$ cat src/rtl/change_dispenser.sv
`timescale 1ns/1ps
// ============================================================================
// change_dispenser
//
// Settlement and payout stage of the vending path. A purchase request compares
// the credited total with the selected price and then rejects or accepts the
// purchase. On accept, the change is paid out to a coin ejector as a greedy
// sequence of coins over a valid/ready handshake. Money is in 0.1-unit steps,
// so 5 means 0.5 and 130 means 13.0.
//
// Parameters
//   DEN0..DEN3   coin values for coin_type 0..3, largest first
//   TIMEOUT      maximum number of cycles coin_valid may wait for coin_ready
//
// Ports
//   CLK100MHZ     in   1  system clock
//   RST           in   1  synchronous, active-high reset
//   buy_req       in   1  purchase request, sampled only while idle
//   total_money   in   8  credited amount, latched on an accepted buy_req
//   item_price    in   8  selected price, latched with total_money; 0 = no item
//   buy_ack       out  1  one-cycle pulse: purchase accepted
//   buy_reject    out  1  one-cycle pulse: no item, or not enough credit
//   coin_valid    out  1  coin_type is valid; held until the handshake
//   coin_type     out  2  denomination index to eject; stable while coin_valid
//   coin_ready    in   1  ejector accepts the coin (handshake = valid & ready)
//   change_left   out  8  change still owed
//   coin_count    out  4  coins ejected in this transaction, saturates at 15
//   busy          out  1  high whenever a transaction is in progress
//   done          out  1  one-cycle pulse: transaction finished
//   short_change  out  1  pulses with done when a residue below DEN3 is left
//   fault         out  1  sticky ejector timeout, cleared only by RST
// ============================================================================
module change_dispenser #(
    parameter int DEN0    = 100,
    parameter int DEN1    = 50,
    parameter int DEN2    = 10,
    parameter int DEN3    = 5,
    parameter int TIMEOUT = 1000000
) (
    input  logic       CLK100MHZ,
    input  logic       RST,
    input  logic       buy_req,
    input  logic [7:0] total_money,
    input  logic [7:0] item_price,
    output logic       buy_ack,
    output logic       buy_reject,
    output logic       coin_valid,
    output logic [1:0] coin_type,
    input  logic       coin_ready,
    output logic [7:0] change_left,
    output logic [3:0] coin_count,
    output logic       busy,
    output logic       done,
    output logic       short_change,
    output logic       fault
);

    // ------------------------------------------------------------------------
    // State encoding
    // ------------------------------------------------------------------------
    localparam logic [1:0] IDLE   = 2'd0;
    localparam logic [1:0] CHECK  = 2'd1;
    localparam logic [1:0] SELECT = 2'd2;
    localparam logic [1:0] ISSUE  = 2'd3;

    // Coin values at the width of the money datapath.
    localparam logic [7:0] D0 = 8'(DEN0);
    localparam logic [7:0] D1 = 8'(DEN1);
    localparam logic [7:0] D2 = 8'(DEN2);
    localparam logic [7:0] D3 = 8'(DEN3);

    // The wait counter only has to reach TIMEOUT-1.
    localparam int              CW      = (TIMEOUT > 1) ? $clog2(TIMEOUT) : 1;
    localparam logic [CW-1:0]   TO_LAST = CW'(TIMEOUT - 1);

    // ------------------------------------------------------------------------
    // Helpers
    // ------------------------------------------------------------------------
    function automatic logic [7:0] den_of(input logic [1:0] idx);
        logic [7:0] val;
        case (idx)
            2'd0:    val = D0;
            2'd1:    val = D1;
            2'd2:    val = D2;
            default: val = D3;
        endcase
        return val;
    endfunction

    // Largest coin not exceeding amt. Only called when amt >= D3, so the
    // fall-through to the smallest coin is always a legal payout.
    function automatic logic [1:0] pick_coin(input logic [7:0] amt);
        logic [1:0] idx;
        if (amt >= D0)      idx = 2'd0;
        else if (amt >= D1) idx = 2'd1;
        else if (amt >= D2) idx = 2'd2;
        else                idx = 2'd3;
        return idx;
    endfunction

    // ------------------------------------------------------------------------
    // Registered state
    // ------------------------------------------------------------------------
    logic [1:0]    state;
    logic [7:0]    total_q;
    logic [7:0]    price_q;
    logic [CW-1:0] wait_cnt;

    // Next-state values
    logic [1:0]    state_n;
    logic [7:0]    total_n;
    logic [7:0]    price_n;
    logic [CW-1:0] wait_cnt_n;
    logic          buy_ack_n;
    logic          buy_reject_n;
    logic          coin_valid_n;
    logic [1:0]    coin_type_n;
    logic [7:0]    change_left_n;
    logic [3:0]    coin_count_n;
    logic          done_n;
    logic          short_change_n;
    logic          fault_n;

    logic          handshake;

    // coin_valid is only ever high in ISSUE, so this is the full handshake.
    assign handshake = coin_valid & coin_ready;

    // ------------------------------------------------------------------------
    // Next-state logic
    // ------------------------------------------------------------------------
    always_comb begin
        // NOTE: every signal driven here gets a default first, so no path
        // through the case statement can leave one unassigned and infer a latch.
        state_n        = state;
        total_n        = total_q;
        price_n        = price_q;
        wait_cnt_n     = wait_cnt;
        coin_valid_n   = coin_valid;
        coin_type_n    = coin_type;
        change_left_n  = change_left;
        coin_count_n   = coin_count;
        fault_n        = fault;
        // Pulse outputs fall back to zero every cycle.
        buy_ack_n      = 1'b0;
        buy_reject_n   = 1'b0;
        done_n         = 1'b0;
        short_change_n = 1'b0;

        case (state)
            IDLE: begin
                // A faulted dispenser refuses new work until reset.
                if (buy_req && !fault) begin
                    total_n      = total_money;
                    price_n      = item_price;
                    coin_count_n = 4'd0;
                    state_n      = CHECK;
                end
            end

            CHECK: begin
                if ((price_q == 8'd0) || (total_q < price_q)) begin
                    buy_reject_n = 1'b1;
                    state_n      = IDLE;
                end else begin
                    buy_ack_n     = 1'b1;
                    change_left_n = total_q - price_q;
                    state_n       = SELECT;
                end
            end

            SELECT: begin
                if (change_left == 8'd0) begin
                    done_n  = 1'b1;
                    state_n = IDLE;
                end else if (change_left < D3) begin
                    // Residue smaller than any coin: finish and flag it.
                    done_n         = 1'b1;
                    short_change_n = 1'b1;
                    state_n        = IDLE;
                end else begin
                    coin_type_n  = pick_coin(change_left);
                    coin_valid_n = 1'b1;
                    wait_cnt_n   = '0;
                    state_n      = ISSUE;
                end
            end

            ISSUE: begin
                if (handshake) begin
                    change_left_n = change_left - den_of(coin_type);
                    coin_count_n  = (coin_count == 4'hF) ? coin_count
                                                         : coin_count + 4'd1;
                    coin_valid_n  = 1'b0;
                    state_n       = SELECT;
                end else if (wait_cnt == TO_LAST) begin
                    // Ejector stuck: abandon, keep the unpaid amount visible.
                    fault_n      = 1'b1;
                    coin_valid_n = 1'b0;
                    state_n      = IDLE;
                end else begin
                    wait_cnt_n = wait_cnt + 1'b1;
                end
            end

            default: state_n = IDLE;
        endcase
    end

    // ------------------------------------------------------------------------
    // Registers
    // ------------------------------------------------------------------------
    always_ff @(posedge CLK100MHZ) begin
        // NOTE: sequential state uses non-blocking assignments so every register
        // samples the values from before this edge, independent of statement order.
        if (RST) begin
            state        <= IDLE;
            total_q      <= 8'd0;
            price_q      <= 8'd0;
            wait_cnt     <= '0;
            buy_ack      <= 1'b0;
            buy_reject   <= 1'b0;
            coin_valid   <= 1'b0;
            coin_type    <= 2'd0;
            change_left  <= 8'd0;
            coin_count   <= 4'd0;
            busy         <= 1'b0;
            done         <= 1'b0;
            short_change <= 1'b0;
            fault        <= 1'b0;
        end else begin
            state        <= state_n;
            total_q      <= total_n;
            price_q      <= price_n;
            wait_cnt     <= wait_cnt_n;
            buy_ack      <= buy_ack_n;
            buy_reject   <= buy_reject_n;
            coin_valid   <= coin_valid_n;
            coin_type    <= coin_type_n;
            change_left  <= change_left_n;
            coin_count   <= coin_count_n;
            // busy is registered from the next state so it tracks state exactly.
            busy         <= (state_n != IDLE);
            done         <= done_n;
            short_change <= short_change_n;
            fault        <= fault_n;
        end
    end

endmodule

$ cat config.mk
export PLATFORM = sky130hd
export DESIGN_NAME = change_dispenser
export DESIGN_NICKNAME = d
export VERILOG_FILES = /design/src/rtl/change_dispenser.sv
export SDC_FILE = /design/constraint.sdc
export NUM_CORES = 1
export LEC_CHECK = 0
export CAP_MARGIN = 20
export CORE_MARGIN = 4
export CORE_UTILIZATION = 40
export DETAILED_ROUTE_END_ITERATION = 6
export GPL_TIMING_DRIVEN = 1
export PLACE_DENSITY = 0.69
export REMOVE_ABC_BUFFERS = 1
export SLEW_MARGIN = 20
export SYNTH_ARGS = -nofsm -noshare
export SYNTH_HDL_FRONTEND = slang
export SYNTH_SLANG_ARGS = --single-unit
$ cat constraint.sdc
create_clock -name CLK100MHZ -period 4.25 [get_ports CLK100MHZ]
set_clock_uncertainty 0.15 [all_clocks]
set_input_delay 0.85 -clock CLK100MHZ [delete_from_list [all_inputs] [get_ports CLK100MHZ]]
set_output_delay 0.85 -clock CLK100MHZ [all_outputs]
set_load 0.01 [all_outputs]
==> flow_summary.json <==
{
  "ios": 41,
  "post_cts_buffers": 0,
  "hold_violations": 0,
  "synth_cells": 401,
  "diodes": 0,
  "start_kind": "register",
  "overflow": 0,
  "num-fill-cells": 737,
  "start_util_pct": 41.5,
  "drc": 0,
  "setup_ws_ps": 1280,
  "cts_hold_repair.buffers": 0,
  "cts_buffers": 9,
  "stdcell_count": 545,
  "required_ps": 4350,
  "core_area_um2": 7770,
  "p_per_area_nw_per_um2": 330,
  "drive_gt1_share_pct": 5.64,
  "io_buffers": 40,
  "clkSinkCount": 59,
  "grt_use_total_pct": 16.0,
  "seqCellArea_um2": 1180,
  "sw_frac_of_total_pct": 26.6,
  "netlist_area_um2": 3220,
  "dpl.cell_count": 529,
  "rsz0062_at_grt": "false",
  "combPwrFrac_pct": 15.7,
  "synth-xor-area-share_pct": 7.88,
  "ctsHtreeMaxLevel": 3,
  "final_util_pct": 50.1,
  "hpwl_mm": 5.37,
  "nets": 482,
  "tightest_slew_ps": 728,
  "hold_ws_ps": 313,
  "yosysSeqAreaShare_pct": 36.7,
  "antenna_found_initial": 0,
  "min-delay-path-class": "reg2reg",
  "slew_headroom_pct": 51.5,
  "cts-root-buf": "clkbuf_8",
  "ir_worst_vdd_mv": 0.190,
  "synth_edf_count": 0,
  "clock_latency_ps": 340,
  "viasPerCell": 5.24,
  "synth_area_per_cell_um2": 8.03,
  "ys_ff_latch": 59,
  "die_width_um": 97.7,
  "crit_arrival_ps": 3070,
  "yosys_most_used_dff": "dfxtp_1",
  "synthMuxAreaShare_pct": 0.932,
  "cts.repair.resized": 0,
  "async_reset_ff_share_pct": 0,
  "grt_max_degree": 28,
  "synth-compound-area-share_pct": 14.8,
  "fmax_mhz": 337,
  "min_path_cells": 2,
  "slew_violations": 0,
  "multi_input_area_um2": 1910,
  "num_vias": 2854,
  "worstSetupPathType": "reg2reg",
  "end_kind": "register",
  "synth_top_family_by_area": "simple AND/OR/NAND/NOR gates",
  "die_area_um2": 9550,
  "power_frac_clock_pct": 38.1,
  "ant_nets": 0,
  "syn_to_final_growth_pct": 20.7,
  "routabilityCongestion": 0.939,
  "die_h_um": 97.7,
  "seq_power_share_pct": 46.2,
  "total_leakage_power_uw": 0.00145,
  "cts_buffer_depth": 2,
  "synth_simple_gate_area_share_pct": 25.7,
  "rows": 32,
  "status": "complete, no violations",
  "max_cap_viol_count": 0,
  "grt_pass1_vias": 2658,
  "synth_cell_types": 50,
  "drt_wl_total_mm": 7.35,
  "reg2regPathDepth": 11,
  "fin_setup_tns_ps": 0,
  "drt_pre_antenna_iters": 4,
  "setup_viol": 0,
  "p_switching_uw": 341,
  "place_ws_ps": 1180,
  "cp_max_fo": 5,
  "clk_pin_slew_ps": 60,
  "synth-adder-area-share_pct": 9.79,
  "synth_warnings": 0,
  "drt-initial-drc-count": 102,
  "period_needed_ps": 2970,
  "grt_pass1_wl_mm": 12.5,
  "internal_power_uw": 942,
  "cts_tree": "built",
  "fin_crit_sh_pct": 69.8,
  "wire_per_inst_um": 13.5
}
-- worst max-delay path: stages, from the launching register on --
cell and delay, ps:
dfxtp_1 400, inv_1 100, ha_1 210, inv_1 60, ha_1 270, and2_1 200, a221oi_1 290, o21ai_1 180
a2111oi_0 470, o21ai_0 170, xor2_1 170, o311ai_1 210
-- routing by layer --
| metal | vias up | global-route usage (%) | part of all wire [%] |
|---|---|---|---|
| met5 | - | 0 | 0 |
| met4 | 0 | 6.82 | 1.6 |
| met3 | 8 | 3.36 | 4.0 |
| met2 | 58 | 24.3 | 45 |
| met1 | 1338 | 21.9 | 49 |
| li1 | 1450 | - | - |
-- metrics by stage --
step / total power, uW / instance area [um^2]
global route: 1350 / 3890
CTS: 1290 / 3890
global placement: 799 / 3690
floorplan: 728 / 3160
finish: 1280 / 3890
detailed placement: 803 / 3690
-- layout make-up --
| class | instances | share of cell area, % |
|---|---|---|
| Multi-Input combinational cell | 307 | 49.0 |
| Clock buffer | 15 | 4.79 |
| Clock inverter | 1 | 0.129 |
| Timing Repair Buffer | 41 | 10.5 |
| Tap cell | 102 | 3.28 |
| Sequential cell | 59 | 30.4 |
| Inverter | 20 | 1.93 |
-- placed cells by master, fill, tap and decap left out, types with 2 or more instances in the layout --
cell / count
nand2_1: 61
o21ai_0: 10
a211oi_1: 3
xnor2_1: 15
and3_1: 6
nand2b_1: 7
nor2b_1: 5
a211o_1: 4
nor4_1: 4
nand3_1: 11
o21ai_1: 2
clkbuf_8: 13
a221oi_1: 2
a21o_1: 2
ha_1: 22
mux2i_1: 3
nand4_1: 6
a21oi_2: 2
nor3_1: 12
dfxtp_1: 59
clkdlybuf4s50_1: 40
xor2_1: 14
nor2_1: 47
o21a_1: 3
or4b_2: 2
o31a_1: 2
clkbuf_1: 2
fa_1: 2
and2_1: 2
a21oi_1: 40
inv_1: 19
-- state kept, by name, indices dropped and copies added, names as in the netlist, 2 cells and up --
name / flops
price_q: 8
coin_type: 2
wait_cnt: 20
coin_count: 4
change_left: 8
state: 2
total_q: 8
-- power by group through the flow --
stage               Clock, uW  Combinational (uW)  Sequential (uW)
floorplan                   0                 126              602
global placement            0                 196              603
detailed placement          0                 199              604
CTS                       499                 201              592
global route              528                 225              595
finish                    489                 201              592
-- final timing paths --
| path | to | start | slack [ps] |
|---|---|---|---|
| setup / recovery | change_left[7] | coin_type[1] | 1280 |
| hold / removal | total_q[6] | total_q[6] | 310 |
| setup reg to reg | change_left[7] | coin_type[1] | 1280 |
| hold reg to reg | total_q[6] | total_q[6] | 310 |
-- cells by family after synthesis --
kind of cell / Yosys count
and+or+nand+nor: 173
AOI/OAI and AO/OA: 78
DFF: 59
buffers and inverters: 35
xor gates and xnor gates: 29
adders and majority gates: 24
muxes: 3
-- synthesized netlist by cell type, types with 2 or more instances --
cell | n | share of area [%]
o21ai_0 | 10 | 1.6
buf_2 | 2 | 0.31
a21oi_1 | 41 | 6.4
and2_1 | 2 | 0.39
a211oi_1 | 3 | 0.70
o21a_1 | 3 | 0.70
a211o_1 | 4 | 1.1
mux2i_1 | 3 | 0.93
and3_1 | 6 | 1.2
nand2b_1 | 7 | 1.4
inv_1 | 19 | 2.2
nor2_1 | 47 | 5.5
xor2_1 | 14 | 3.8
a221oi_1 | 2 | 0.54
nor3_1 | 12 | 1.9
nor4_1 | 4 | 0.78
nand3_1 | 11 | 1.7
o21ai_1 | 2 | 0.31
nor2b_1 | 5 | 0.97
dfxtp_1 | 59 | 37
xnor2_1 | 15 | 4.1
o31a_1 | 2 | 0.54
clkbuf_1 | 12 | 1.4
ha_1 | 22 | 8.5
nand4_1 | 6 | 1.2
or4b_2 | 2 | 0.62
fa_1 | 2 | 1.2
nand2_1 | 61 | 7.1
a21o_1 | 2 | 0.47
Note: power is estimated with default switching activity, not from simulation.
